--- src/rtl/disc_pkg.sv ---
// Shared constants, state encoding and saturating add for the GAN discriminator.
package disc_pkg;

    localparam int DEF_WIDTH    = 32;
    localparam int DEF_FRAC     = 16;
    localparam int DEF_N_PIXEL  = 9;
    localparam int DEF_N_HIDDEN = 3;

    typedef enum logic [1:0] {
        LOAD = 2'd0,
        L2   = 2'd1,
        L3   = 2'd2,
        DONE = 2'd3
    } state_t;

    localparam logic signed [DEF_WIDTH-1:0] SAT_MAX = {1'b0, {(DEF_WIDTH-1){1'b1}}};
    localparam logic signed [DEF_WIDTH-1:0] SAT_MIN = {1'b1, {(DEF_WIDTH-1){1'b0}}};

    function automatic logic signed [DEF_WIDTH-1:0] sat_add(
        input logic signed [DEF_WIDTH-1:0] a,
        input logic signed [DEF_WIDTH-1:0] b
    );
        logic signed [DEF_WIDTH:0] t;
        t = {a[DEF_WIDTH-1], a} + {b[DEF_WIDTH-1], b};
        if (t[DEF_WIDTH] != t[DEF_WIDTH-1])
            return t[DEF_WIDTH] ? SAT_MIN : SAT_MAX;
        return t[DEF_WIDTH-1:0];
    endfunction

endpackage

--- src/rtl/disc_mac_sat.sv ---
// Combinational multiply, arithmetic shift by FRAC and saturating accumulate.
module mac_sat
    import disc_pkg::*;
#(
    parameter int WIDTH = DEF_WIDTH,
    parameter int FRAC  = DEF_FRAC
) (
    input  logic signed [WIDTH-1:0] a,
    input  logic signed [WIDTH-1:0] b,
    input  logic signed [WIDTH-1:0] acc,
    output logic signed [WIDTH-1:0] sum
);

    localparam logic signed [WIDTH-1:0] MAXV = {1'b0, {(WIDTH-1){1'b1}}};
    localparam logic signed [WIDTH-1:0] MINV = {1'b1, {(WIDTH-1){1'b0}}};

    // Overflow exists when the bits above the result sign are not a pure sign extension.
    function automatic logic signed [WIDTH-1:0] sat_prod(input logic signed [2*WIDTH-1:0] p);
        logic signed [2*WIDTH-1:0] s;
        logic        [WIDTH:0]     top;
        s   = p >>> FRAC;
        top = s[2*WIDTH-1:WIDTH-1];
        if ((&top) || !(|top))
            return s[WIDTH-1:0];
        return s[2*WIDTH-1] ? MINV : MAXV;
    endfunction

    function automatic logic signed [WIDTH-1:0] sat_sum(
        input logic signed [WIDTH-1:0] x,
        input logic signed [WIDTH-1:0] y
    );
        logic signed [WIDTH:0] t;
        t = {x[WIDTH-1], x} + {y[WIDTH-1], y};
        if (t[WIDTH] != t[WIDTH-1])
            return t[WIDTH] ? MINV : MAXV;
        return t[WIDTH-1:0];
    endfunction

    logic signed [2*WIDTH-1:0] a_x;
    logic signed [2*WIDTH-1:0] b_x;
    logic signed [2*WIDTH-1:0] prod;

    assign a_x  = {{WIDTH{a[WIDTH-1]}}, a};
    assign b_x  = {{WIDTH{b[WIDTH-1]}}, b};
    assign prod = a_x * b_x;
    assign sum  = sat_sum(acc, sat_prod(prod));

endmodule

--- src/rtl/discriminator.sv ---
// Time-multiplexed 9-3-1 discriminator: pixel load, hidden layer with ReLU, output logit.
module discriminator
    import disc_pkg::*;
#(
    parameter int WIDTH    = DEF_WIDTH,
    parameter int FRAC     = DEF_FRAC,
    parameter int N_PIXEL  = DEF_N_PIXEL,
    parameter int N_HIDDEN = DEF_N_HIDDEN
) (
    input  logic                                clk,
    input  logic                                rst_n,
    input  logic                                px_valid,
    output logic                                px_ready,
    input  logic signed [WIDTH-1:0]             px_data,
    input  logic [N_PIXEL*N_HIDDEN*WIDTH-1:0]   w_D2,
    input  logic [N_HIDDEN*WIDTH-1:0]           b_D2,
    input  logic [N_HIDDEN*WIDTH-1:0]           w_D3,
    input  logic signed [WIDTH-1:0]             b_D3,
    output logic                                out_valid,
    input  logic                                out_ready,
    output logic signed [WIDTH-1:0]             score,
    output logic                                is_real
);

    localparam int KW = $clog2(N_PIXEL);
    localparam int JW = $clog2(N_HIDDEN);
    localparam logic [KW-1:0] K_LAST = KW'(N_PIXEL - 1);
    localparam logic [KW-1:0] H_LAST = KW'(N_HIDDEN - 1);
    localparam logic [JW-1:0] J_LAST = JW'(N_HIDDEN - 1);

    function automatic logic signed [WIDTH-1:0] relu(input logic signed [WIDTH-1:0] x);
        return x[WIDTH-1] ? '0 : x;
    endfunction

    logic signed [WIDTH-1:0] wd2 [N_HIDDEN][N_PIXEL];
    logic signed [WIDTH-1:0] bd2 [N_HIDDEN];
    logic signed [WIDTH-1:0] wd3 [N_HIDDEN];

    for (genvar gj = 0; gj < N_HIDDEN; gj++) begin : g_unpack_j
        for (genvar gk = 0; gk < N_PIXEL; gk++) begin : g_unpack_k
            assign wd2[gj][gk] = w_D2[(N_PIXEL*gj+gk)*WIDTH +: WIDTH];
        end
        assign bd2[gj] = b_D2[gj*WIDTH +: WIDTH];
        assign wd3[gj] = w_D3[gj*WIDTH +: WIDTH];
    end

    state_t                  state;
    logic [KW-1:0]           k;
    logic [JW-1:0]           j;
    logic signed [WIDTH-1:0] acc;
    logic signed [WIDTH-1:0] pix [N_PIXEL];
    logic signed [WIDTH-1:0] h   [N_HIDDEN];

    logic signed [WIDTH-1:0] mac_a;
    logic signed [WIDTH-1:0] mac_b;
    logic signed [WIDTH-1:0] mac_sum;

    // One MAC serves both layers; the operand source follows the FSM state.
    always_comb begin
        mac_a = pix[k];
        mac_b = wd2[j][k];
        if (state == L3) begin
            mac_a = h[k[JW-1:0]];
            mac_b = wd3[k[JW-1:0]];
        end
    end

    mac_sat #(.WIDTH(WIDTH), .FRAC(FRAC)) u_mac (
        .a   (mac_a),
        .b   (mac_b),
        .acc (acc),
        .sum (mac_sum)
    );

    assign px_ready  = (state == LOAD);
    assign out_valid = (state == DONE);

    always_ff @(posedge clk or negedge rst_n) begin
        if (!rst_n) begin
            state   <= LOAD;
            k       <= '0;
            j       <= '0;
            acc     <= '0;
            score   <= '0;
            is_real <= 1'b0;
            for (int i = 0; i < N_PIXEL; i++)  pix[i] <= '0;
            for (int i = 0; i < N_HIDDEN; i++) h[i]   <= '0;
        end else begin
            case (state)
                LOAD: begin
                    if (px_valid) begin
                        pix[k] <= px_data;
                        if (k == K_LAST) begin
                            k     <= '0;
                            j     <= '0;
                            acc   <= bd2[0];
                            state <= L2;
                        end else begin
                            k <= k + 1'b1;
                        end
                    end
                end
                // Hidden layer: the last MAC of a neuron goes straight through ReLU
                // while acc is reseeded for the next neuron (or the output layer).
                L2: begin
                    if (k == K_LAST) begin
                        h[j] <= relu(mac_sum);
                        k    <= '0;
                        if (j == J_LAST) begin
                            j     <= '0;
                            acc   <= b_D3;
                            state <= L3;
                        end else begin
                            j   <= j + 1'b1;
                            acc <= bd2[j + 1'b1];
                        end
                    end else begin
                        acc <= mac_sum;
                        k   <= k + 1'b1;
                    end
                end
                L3: begin
                    if (k == H_LAST) begin
                        score   <= mac_sum;
                        is_real <= !mac_sum[WIDTH-1] && (|mac_sum);
                        k       <= '0;
                        state   <= DONE;
                    end else begin
                        acc <= mac_sum;
                        k   <= k + 1'b1;
                    end
                end
                DONE: begin
                    if (out_ready)
                        state <= LOAD;
                end
                default: state <= LOAD;
            endcase
        end
    end

endmodule

--- config.mk ---
export PLATFORM = sky130hd
export DESIGN_NAME = discriminator
export DESIGN_NICKNAME = d
export VERILOG_FILES = /design/src/rtl/disc_pkg.sv /design/src/rtl/disc_mac_sat.sv /design/src/rtl/discriminator.sv
export SDC_FILE = /design/constraint.sdc
export NUM_CORES = 2
export LEC_CHECK = 0
export CORE_AREA = 2 2 452 454
export DETAILED_ROUTE_END_ITERATION = 7
export DIE_AREA = 0 0 454 456
export HOLD_SLACK_MARGIN = 0.08
export PLACE_DENSITY = 0.63
export SLEW_MARGIN = 10
export SYNTH_ARGS = -nofsm -noshare
export SYNTH_HDL_FRONTEND = slang
export SYNTH_SLANG_ARGS = --single-unit
--- constraint.sdc ---
create_clock -name clk -period 26.8 [get_ports clk]
set_clock_uncertainty 0.05 [all_clocks]
set_input_delay 5.36 -clock clk [delete_from_list [all_inputs] [get_ports clk]]
set_output_delay 5.36 -clock clk [all_outputs]
set_load 0.05 [all_outputs]
==> out/metrics.cfg <==
[timing]
fin_crit_sh_pct = 86.1
tns_ns = 0
slew_headroom_pct = 4.92
hold_viol = 0
slew_violations = 0
worst_pin_slew_ns = 1.42
rsz0062_at_grt = no
period_needed_ns = 23.07
fmax_ghz = 0.0434
setup_viol = 0

[logic_synthesis]
synth_seq_cells = 454
synthTopCellsByCount = fa_1 (1082), inv_1 (1014), nand2_1 (822)
synth_cell_types = 96
yosysTopAreaCellShare_pct = 32.2
yosysWarnings = 0
syn_nets = 9371
avgSynthCellArea_sq_um = 9.70
ys_dominant_reg_cell = dfrtp_1
synthCells = 6939
yosys.area.top_type = fa_1
synth-edff-count = 0
synth.yosys.seq_area_share_pct = 16.9
netlist_top_cells_area = fa_1 (32%), dfrtp_1 (17%), mux4_2 (7.1%)
synth_area_sq_mm = 0.0673
synth-async-reset-ratio_pct = 100
synth_most_common_cell = fa_1

[critical_path]
arrival_ns = 23.47
critPathCaptureType = flop
crit_type = in -> reg
crit_top_cell = fa_1
required_ns = 27.20
cpPeakStageDelay_ns = 0.91
slowest_stage = fa_1
path_max_fanout = 56
start_kind = input port

[clock_network]
cts.sinks = 454
clk_pin_slew_ns = 0.07
root_buffer = clkbuf_16
cts_tree = built
htreeDepth = 2
postCtsHoldBufs = 0
numCtsBuffers = 41
post-cts-setup-buffers = 0
clock_tree.buffer_depth = 3
insertion_delay_ns = 0.59
ctsResizeCount = 0

[global_routing]
grt_max_degree = 99
grt_pass1_vias = 62500
grt_util_all_layers_pct = 38.4
antenna_found_initial = 160
overflow = 0
grt_pass1_wl_microns = 541000

[placed_design]
hpwl_microns = 337000
io_buffer_count = 1158
place.gp.congestion = 1.08

[run]
cap_viol_max_count = 0

[die]
initial_utilization_pct = 33.4
core_area_sq_mm = 0.202
top_level_ports = 1159
rows = 165
die_x_microns = 454
dieArea_sq_mm = 0.207
fp.dieH_microns = 456

[layout]
fillers = 19800
final_util_pct = 41.5
area_delta_synth_final_pct = 24.4
nets = 10300
drive_gt1_share_pct = 11.8

[routing]
wl_per_cell_microns = 37.7
antenna_left = 0
drt_iter0_drc = 7538
dr.pass1.iters = 8
vias_per_cell = 5.77
totalWireLength_microns = 402000
num_vias = 61600
drcViolationCount = 0

[outcome]
status = complete, no violations

[min_path]
hold_class = reg -> reg

-- cell usage in the layout, fill, tap and decap left out, drive strengths merged, types with 15 or more instances in the layout --
master,Yosys,layout
a211oi,25,25
a21o,73,73
a21oi,243,243
a221o,34,34
a221oi,49,49
a22oi,19,19
a31oi,24,24
and2,34,34
and3,27,27
buf,119,191
clkbuf,336,57
clkdlybuf4s50,0,1157
clkinv,6,15
dfrtp,454,454
diode,0,102
fa,1082,1082
ha,226,226
inv,1015,1015
mux2,357,357
mux2i,183,183
mux4,213,213
nand2,823,823
nand2b,21,21
nand3,44,44
nand4,38,38
nor2,679,679
nor2b,27,27
nor3,73,73
o211ai,15,15
o21a,42,42
o21ai,302,302
o21bai,19,19
o221ai,27,27
o31ai,62,62
or3,23,23
xnor2,47,47
xor2,41,41
-- per-layer routing --
layer	vias to the layer above	track usage, %	wire, microns
met1	31900	50.1	155000
met2	4053	53.3	162000
met5	-	0	606
met4	88	24.5	32400
met3	793	13.9	52300
li1	24700	-	-
-- sequential cells by signal (all words and copies together) (netlist names) --
register	flops
acc	32
h	93
score	32
pix	288
j	2
k	4
state	2
is_real	1
-- worst paths after layout --
kind,from,endpoint,slack [ns],cells past startpoint
setup / recovery,w_D2[99],is_real,3.73,54
hold / removal,h[75],h[75],0.43,2
setup reg to reg,k[1],is_real,6.80,57
hold reg to reg,h[75],h[75],0.43,2
max in group asynchronous,rst_n,k[0],19.29,3
min in group asynchronous,rst_n,score[12],4.78,1
-- critical path, delay by kind of cell --
| kind | cells | cell delay [ns] |
|---|---|---|
| xor gates and xnor gates | 1 | 0.20 |
| muxes | 1 | 0.58 |
| buffers and inverters | 6 | 1.59 |
| and+or+nand+nor | 17 | 4.57 |
| adders and majority gates | 12 | 6.34 |
| AOI/OAI and AO/OA | 17 | 4.75 |
-- stage by stage --
step | cell area [sq um] | worst slack, ns | hold slack [ns] | cells
2_1_floorplan | 67300 | 7.66 | 0.393 | 6939
3_3_place_gp | 82100 | 3.64 | 0.403 | 10500
3_5_place_dp | 82100 | 3.54 | 0.412 | 10500
4_1_cts | 83500 | 4.04 | 0.427 | 10600
6_report | 83700 | 3.73 | 0.425 | 10700
5_1_grt | 83600 | 2.95 | 0.439 | 10600
-- final cells by class --
class / count / area (sq um) / area share (%)
clock buffer: 57 / 1170 / 1.39
multi-input combinational: 5009 / 50500 / 60.3
inverter: 1021 / 3830 / 4.58
clock inverter: 14 / 185 / 0.221
tap: 2672 / 3340 / 3.99
antenna: 102 / 255 / 0.305
sequential: 454 / 11400 / 13.6
timing repair buffer: 1348 / 13000 / 15.6
-- cell families after synthesis --
| logic type | Yosys count | share of synthesized area (%) |
|---|---|---|
| simple gates | 1831 | 11.4 |
| buf+inv | 1476 | 8.40 |
| fa+ha+maj | 1308 | 36.4 |
| compound gates | 1029 | 10.0 |
| mux | 753 | 15.8 |
| flops | 454 | 16.9 |
| xor+xnor | 88 | 1.15 |
Power is left out: the tool's default activity adds up to more than one toggle a clock period on the data nets, which glitch-free logic cannot reach.
